==> config.mk <==
export PLATFORM = sky130hd
export DESIGN_NAME = alu_mc
export DESIGN_NICKNAME = d
export VERILOG_FILES = /design/src/rtl/alu_mc.sv
export SDC_FILE = /design/constraint.sdc
export NUM_CORES = 1
export LEC_CHECK = 0
export CORE_MARGIN = 4
export CORE_UTILIZATION = 54
export CTS_CLUSTER_DIAMETER = 80
export DETAILED_ROUTE_END_ITERATION = 10
export PLACE_DENSITY_LB_ADDON = 0.3
export REMOVE_ABC_BUFFERS = 1
export SYNTH_ARGS = -nofsm -noshare
export SYNTH_HDL_FRONTEND = slang
export SYNTH_SLANG_ARGS = --single-unit
==> constraint.sdc <==
create_clock -name clk -period 5.95 [get_ports clk]
set_input_delay 0.595 -clock clk [delete_from_list [all_inputs] [get_ports clk]]
set_output_delay 0.595 -clock clk [all_outputs]
set_load 0.05 [all_outputs]
==> src/rtl/alu_mc.sv <==
// rtl/alu_mc.sv - multi-cycle ALU with valid/ready request and result handshakes
// Define ALU_MC_MUL_EN to build the shift-add multiplier (opcode 101); otherwise 101 is reserved.
module alu_mc #(
  parameter int WIDTH = 32
) (
  input  logic             clk,
  input  logic             reset,
  input  logic             in_valid,
  output logic             in_ready,
  input  logic [WIDTH-1:0] SrcA,
  input  logic [WIDTH-1:0] SrcB,
  input  logic [2:0]       ALUControl,
  output logic [WIDTH-1:0] ALUResult,
  output logic [3:0]       ALUFlags,
  output logic             out_valid,
  input  logic             out_ready,
  output logic             illegal
);

  localparam logic [2:0] OP_ADD = 3'b000;
  localparam logic [2:0] OP_SUB = 3'b001;
  localparam logic [2:0] OP_AND = 3'b010;
  localparam logic [2:0] OP_ORR = 3'b011;
  localparam logic [2:0] OP_EOR = 3'b100;
`ifdef ALU_MC_MUL_EN
  localparam logic [2:0] OP_MUL = 3'b101;
  localparam int         CW     = $clog2(WIDTH);
`endif

  typedef enum logic [1:0] {
    S_IDLE = 2'd0,
`ifdef ALU_MC_MUL_EN
    S_MUL  = 2'd1,
`endif
    S_DONE = 2'd2
  } state_t;

  state_t state, state_n;
  logic   illegal_q;
  logic   load_alu;

  logic [WIDTH-1:0] b_eff;
  logic [WIDTH-1:0] alu_res;
  logic [WIDTH:0]   sum;
  logic             is_sub;
  logic             alu_c;
  logic             alu_v;
  logic             alu_ill;

  // Subtraction reuses the adder as A + ~B + 1, so C reads as "no borrow".
  always_comb begin
    is_sub  = (ALUControl == OP_SUB);
    b_eff   = is_sub ? ~SrcB : SrcB;
    sum     = {1'b0, SrcA} + {1'b0, b_eff} + {{WIDTH{1'b0}}, is_sub};
    alu_res = '0;
    alu_c   = 1'b0;
    alu_v   = 1'b0;
    alu_ill = 1'b0;
    case (ALUControl)
      OP_ADD, OP_SUB: begin
        alu_res = sum[WIDTH-1:0];
        alu_c   = sum[WIDTH];
        alu_v   = (SrcA[WIDTH-1] == b_eff[WIDTH-1]) && (sum[WIDTH-1] != SrcA[WIDTH-1]);
      end
      OP_AND:  alu_res = SrcA & SrcB;
      OP_ORR:  alu_res = SrcA | SrcB;
      OP_EOR:  alu_res = SrcA ^ SrcB;
      default: alu_ill = 1'b1;
    endcase
  end

`ifdef ALU_MC_MUL_EN
  logic [WIDTH-1:0] mcand;
  logic [WIDTH-1:0] mplier;
  logic [WIDTH-1:0] acc;
  logic [WIDTH-1:0] acc_n;
  logic [CW-1:0]    mul_cnt;
  logic             mul_last;
  logic             load_mul;
  logic             done_mul;

  assign acc_n    = acc + (mplier[0] ? mcand : '0);
  assign mul_last = (mul_cnt == CW'(WIDTH - 1));

  // One multiplier bit per cycle; the product is truncated to WIDTH bits as it accumulates.
  always_ff @(posedge clk) begin
    if (reset) begin
      mcand   <= '0;
      mplier  <= '0;
      acc     <= '0;
      mul_cnt <= '0;
    end else if (load_mul) begin
      mcand   <= SrcA;
      mplier  <= SrcB;
      acc     <= '0;
      mul_cnt <= '0;
    end else if (state == S_MUL) begin
      mcand   <= mcand << 1;
      mplier  <= mplier >> 1;
      acc     <= acc_n;
      mul_cnt <= mul_cnt + 1'b1;
    end
  end
`endif

  always_comb begin
    state_n  = state;
    load_alu = 1'b0;
`ifdef ALU_MC_MUL_EN
    load_mul = 1'b0;
    done_mul = 1'b0;
`endif
    case (state)
      S_IDLE: begin
        if (in_valid) begin
`ifdef ALU_MC_MUL_EN
          if (ALUControl == OP_MUL) begin
            state_n  = S_MUL;
            load_mul = 1'b1;
          end else
`endif
          begin
            state_n  = S_DONE;
            load_alu = 1'b1;
          end
        end
      end
`ifdef ALU_MC_MUL_EN
      S_MUL: begin
        if (mul_last) begin
          state_n  = S_DONE;
          done_mul = 1'b1;
        end
      end
`endif
      S_DONE: begin
        if (out_ready) state_n = S_IDLE;
      end
      default: state_n = S_IDLE;
    endcase
  end

  always_ff @(posedge clk) begin
    if (reset) begin
      state     <= S_IDLE;
      ALUResult <= '0;
      ALUFlags  <= '0;
      illegal_q <= 1'b0;
    end else begin
      state <= state_n;
      if (load_alu) begin
        ALUResult <= alu_res;
        ALUFlags  <= {alu_res[WIDTH-1], (alu_res == '0), alu_c, alu_v};
        illegal_q <= alu_ill;
      end
`ifdef ALU_MC_MUL_EN
      else if (done_mul) begin
        ALUResult <= acc_n;
        ALUFlags  <= {acc_n[WIDTH-1], (acc_n == '0), 2'b00};
        illegal_q <= 1'b0;
      end
`endif
    end
  end

  assign in_ready  = (state == S_IDLE);
  assign out_valid = (state == S_DONE);
  assign illegal   = out_valid & illegal_q;

endmodule

==> flow_metrics.py <==
metrics = {
    "detailed_routing": {
        "drtAntennaViolNets": 0,
        "routed_wl_mm": 17.49,
        "viasPerCell": 6.067,
        "wl_per_cell_um": 18.59,
        "drt_first_pass_iters": 5,
        "drtIter0Drc": 329,
        "drc": 0,
        "vias": 5709,
    },
    "global_route": {
        "grt_pass1_wl_mm": 27.86,
        "antenna_found_initial": 0,
        "grt-ovfl-total": 0,
        "grt_usage": 0.2960,
        "grt_max_degree": 57,
        "grt_pass1_vias": 5637,
    },
    "worst_setup_path": {
        "crit_fanout": 23,
        "crit_required_ns": 6.18,
        "reg2reg_depth": 9,
        "path_class": "input port to flop",
        "worst_setup_path_end_kind": "flop",
        "setup.worst_path.start_class": "input port",
        "crit_arrival_ns": 5.32,
    },
    "synth": {
        "synth_ff_type": "dfxtp_1",
        "syn-mean-instance-area_um2": 7.463,
        "ys_ff_latch": 37,
        "synth_most_common_cell": "ha_1",
        "netlist.area_leader.share": 0.2303,
        "synthTopCellsByArea": "ha_1, dfxtp_1, xnor2_1",
        "ys_warn_count": 0,
        "syn_inst": 728,
        "synth_edf_count": 0,
        "synthArstFlopShare": 0,
        "netlist_top_cells_count": "ha_1, inv_1, nor2_1, a21oi_1, xnor2_1",
        "yosysTopAreaCell": "ha_1",
        "synth.cell_area_mm2": 0.005433,
        "yosysSeqAreaShare": 0.1363,
        "yosysUniqueCellTypes": 62,
    },
    "placed_design": {
        "dp.cells": 933,
        "numPortBuffers": 109,
        "hpwlAfterDp_mm": 13.44,
        "routabilityCongestion": 0.9886,
    },
    "die": {
        "die-area_mm2": 0.01173,
        "io_pins": 110,
        "die_h_um": 108.3,
        "start_util": 0.5558,
        "num_rows": 36,
        "die_x_um": 108.3,
        "core_area_mm2": 0.009774,
    },
    "layout": {
        "antenna_cells": 0,
        "final_nets": 979,
        "syn2layout_area_growth_pct": 23.12,
        "nFillCells": 866,
        "drive_gt1_frac": 0.03589,
        "layoutNonFillerInstCount": 941,
    },
    "power": {
        "power_density_mw_per_mm2": 175.7,
        "swShare": 0.4587,
        "p_total_mw": 1.175,
        "intPower_mw": 0.6363,
        "power_leakage_nw": 2.996,
        "seqPwrFrac": 0.239,
        "comb_power_share": 0.587,
        "peakVddDrop_mv": 0.08941,
        "p_sw_mw": 0.5392,
        "p_clk_frac": 0.175,
    },
    "sta": {
        "finClkSkew_ns": 0.005196,
        "worstMarginPinSlew_ns": 0.9219,
        "min_period_ns": 5.085,
        "finalMaxSlewViolations": 0,
        "final-setup-viol-count": 0,
        "slew_headroom": 0.3826,
        "max_freq_mhz": 196.7,
        "fin_tns_setup_ns": 0,
        "rsz0062_at_grt": "no",
        "finalHoldViolations": 0,
        "period_share": 0.8546,
    },
    "clock_tree": {
        "cts_setup_buffers": 0,
        "ctsResizeCount": 0,
        "path_clk_slew_ns": 0.09,
        "clockBufferDepth": 2,
        "numCtsBuffers": 5,
        "tritoncts": "done",
        "cts.htree.levels": 2,
        "clk_latency_ns": 0.30,
        "cts_hold_buf": 0,
        "cts_sinks": 37,
        "clockRootBuffer": "clkbuf_8",
    },
    "worst_hold_path": {
        "hold_class": "flop to flop",
        "min_path_cells": 2,
    },
    "run": {
        "cap_viol_max_count": 0,
    },
    "run_status": {
        "outcome": "completed",
    },
}
==> sequential cells by signal, summed over array words and instances (netlist names) <==
name	flops
ALUResult	32
state	1
illegal_q	1
ALUFlags	3
==> through the flow <==
stage	util	setup WS (ns)	hold WS, ns	cell area (um2)
2_1_floorplan	-	1.340	0.4212	5253
3_3_place_gp	0.6745	0.7297	0.4370	6593
3_5_place_dp	0.6745	0.5692	0.4454	6593
4_1_cts	0.6843	0.8573	0.4578	6689
5_1_grt	0.6843	0.6545	0.4844	6689
6_report	0.6843	0.8649	0.4556	6689
==> routing by layer <==
metal | global-route usage | share of wire | up-vias
met5 | 0 | 0 | -
met3 | 0.04537 | 0.071 | 38
li1 | - | - | 2770
met2 | 0.5044 | 0.47 | 220
met1 | 0.3868 | 0.44 | 2681
met4 | 0.08566 | 0.022 | 0
==> final cells by class <==
class | instances | area [um2] | area share
Timing Repair Buffer | 118 | 1159 | 0.1732
Sequential cell | 37 | 740.7 | 0.1107
Tap cell | 133 | 166.4 | 0.02488
Multi-Input combinational cell | 572 | 4253 | 0.6358
Clock inverter | 2 | 13.76 | 0.002058
Inverter | 73 | 274.0 | 0.04097
Clock buffer | 6 | 82.58 | 0.01235
==> path summary, 6_finish.rpt <==
| kind | slack, ns | start | endpoint |
|---|---|---|---|
| worst max-delay path | 0.86 | ALUControl[1] | ALUFlags[2] |
| worst min-delay path | 0.46 | illegal_q | illegal_q |
| worst max register to register | 3.32 | state[1] | ALUFlags[2] |
| worst min register to register | 0.46 | illegal_q | illegal_q |
==> cell families after synthesis <==
family,after synthesis,synth area share
AO/OA/AOI/OAI,232,0.2867
AND/OR/NAND/NOR,178,0.1587
buffers and inverters,119,0.08360
adder cells (fa/ha/maj),101,0.2340
XOR/XNOR,53,0.08545
flip-flops,37,0.1363
multiplexers,8,0.01520
==> cells in the final DEF (no fill, tap or decap), types with 3 or more instances in the layout <==
| cell type | netlist | layout |
|---|---|---|
| o21a_1 | 3 | 3 |
| and4_1 | 4 | 4 |
| a211oi_1 | 29 | 29 |
| nor3_1 | 20 | 20 |
| nand2b_1 | 7 | 7 |
| nand3_1 | 5 | 5 |
| inv_1 | 73 | 73 |
| xor2_1 | 13 | 13 |
| a21o_1 | 20 | 20 |
| a311oi_1 | 3 | 3 |
| nor2b_1 | 6 | 3 |
| a31oi_1 | 9 | 9 |
| and2_1 | 4 | 4 |
| nand2_1 | 32 | 32 |
| o21ai_0 | 29 | 29 |
| o211ai_1 | 6 | 6 |
| a21oi_1 | 52 | 52 |
| nand3b_1 | 3 | 3 |
| a22oi_1 | 31 | 31 |
| xnor2_1 | 40 | 40 |
| clkdlybuf4s50_1 | 0 | 109 |
| and4b_1 | 3 | 3 |
| and3_1 | 4 | 4 |
| mux2i_1 | 6 | 6 |
| o2111ai_1 | 3 | 3 |
| o22a_1 | 4 | 4 |
| dfxtp_1 | 37 | 37 |
| o22ai_1 | 19 | 19 |
| nand4_1 | 10 | 10 |
| buf_4 | 1 | 9 |
| o21bai_1 | 4 | 4 |
| ha_1 | 100 | 100 |
| clkbuf_8 | 0 | 6 |
| nor2_1 | 70 | 69 |
| or3_1 | 3 | 3 |
==> worst max-delay path, cell delays in order <==
cell             delay [ns]
clkdlybuf4s50_1        0.59
or3b_2                 0.86
xnor2_1                0.33
ha_1                   0.31
a21oi_1                0.37
o221ai_1               0.27
o2111ai_2              0.33
mux2_1                 0.35
or4_1                  0.54
and4b_1                0.25
and4_1                 0.20
nand4_1                0.11
o31ai_2                0.19
==> power groups by stage <==
stage          clock network, mW  logic [mW]  registers [mW]
2_1_floorplan                  0       0.373           0.357
3_3_place_gp                   0       0.664           0.285
3_5_place_dp                   0       0.677           0.286
4_1_cts                    0.208       0.681           0.280
5_1_grt                    0.218       0.748           0.283
6_report                   0.205       0.690           0.280
Note: power is estimated with default switching activity, not from simulation.
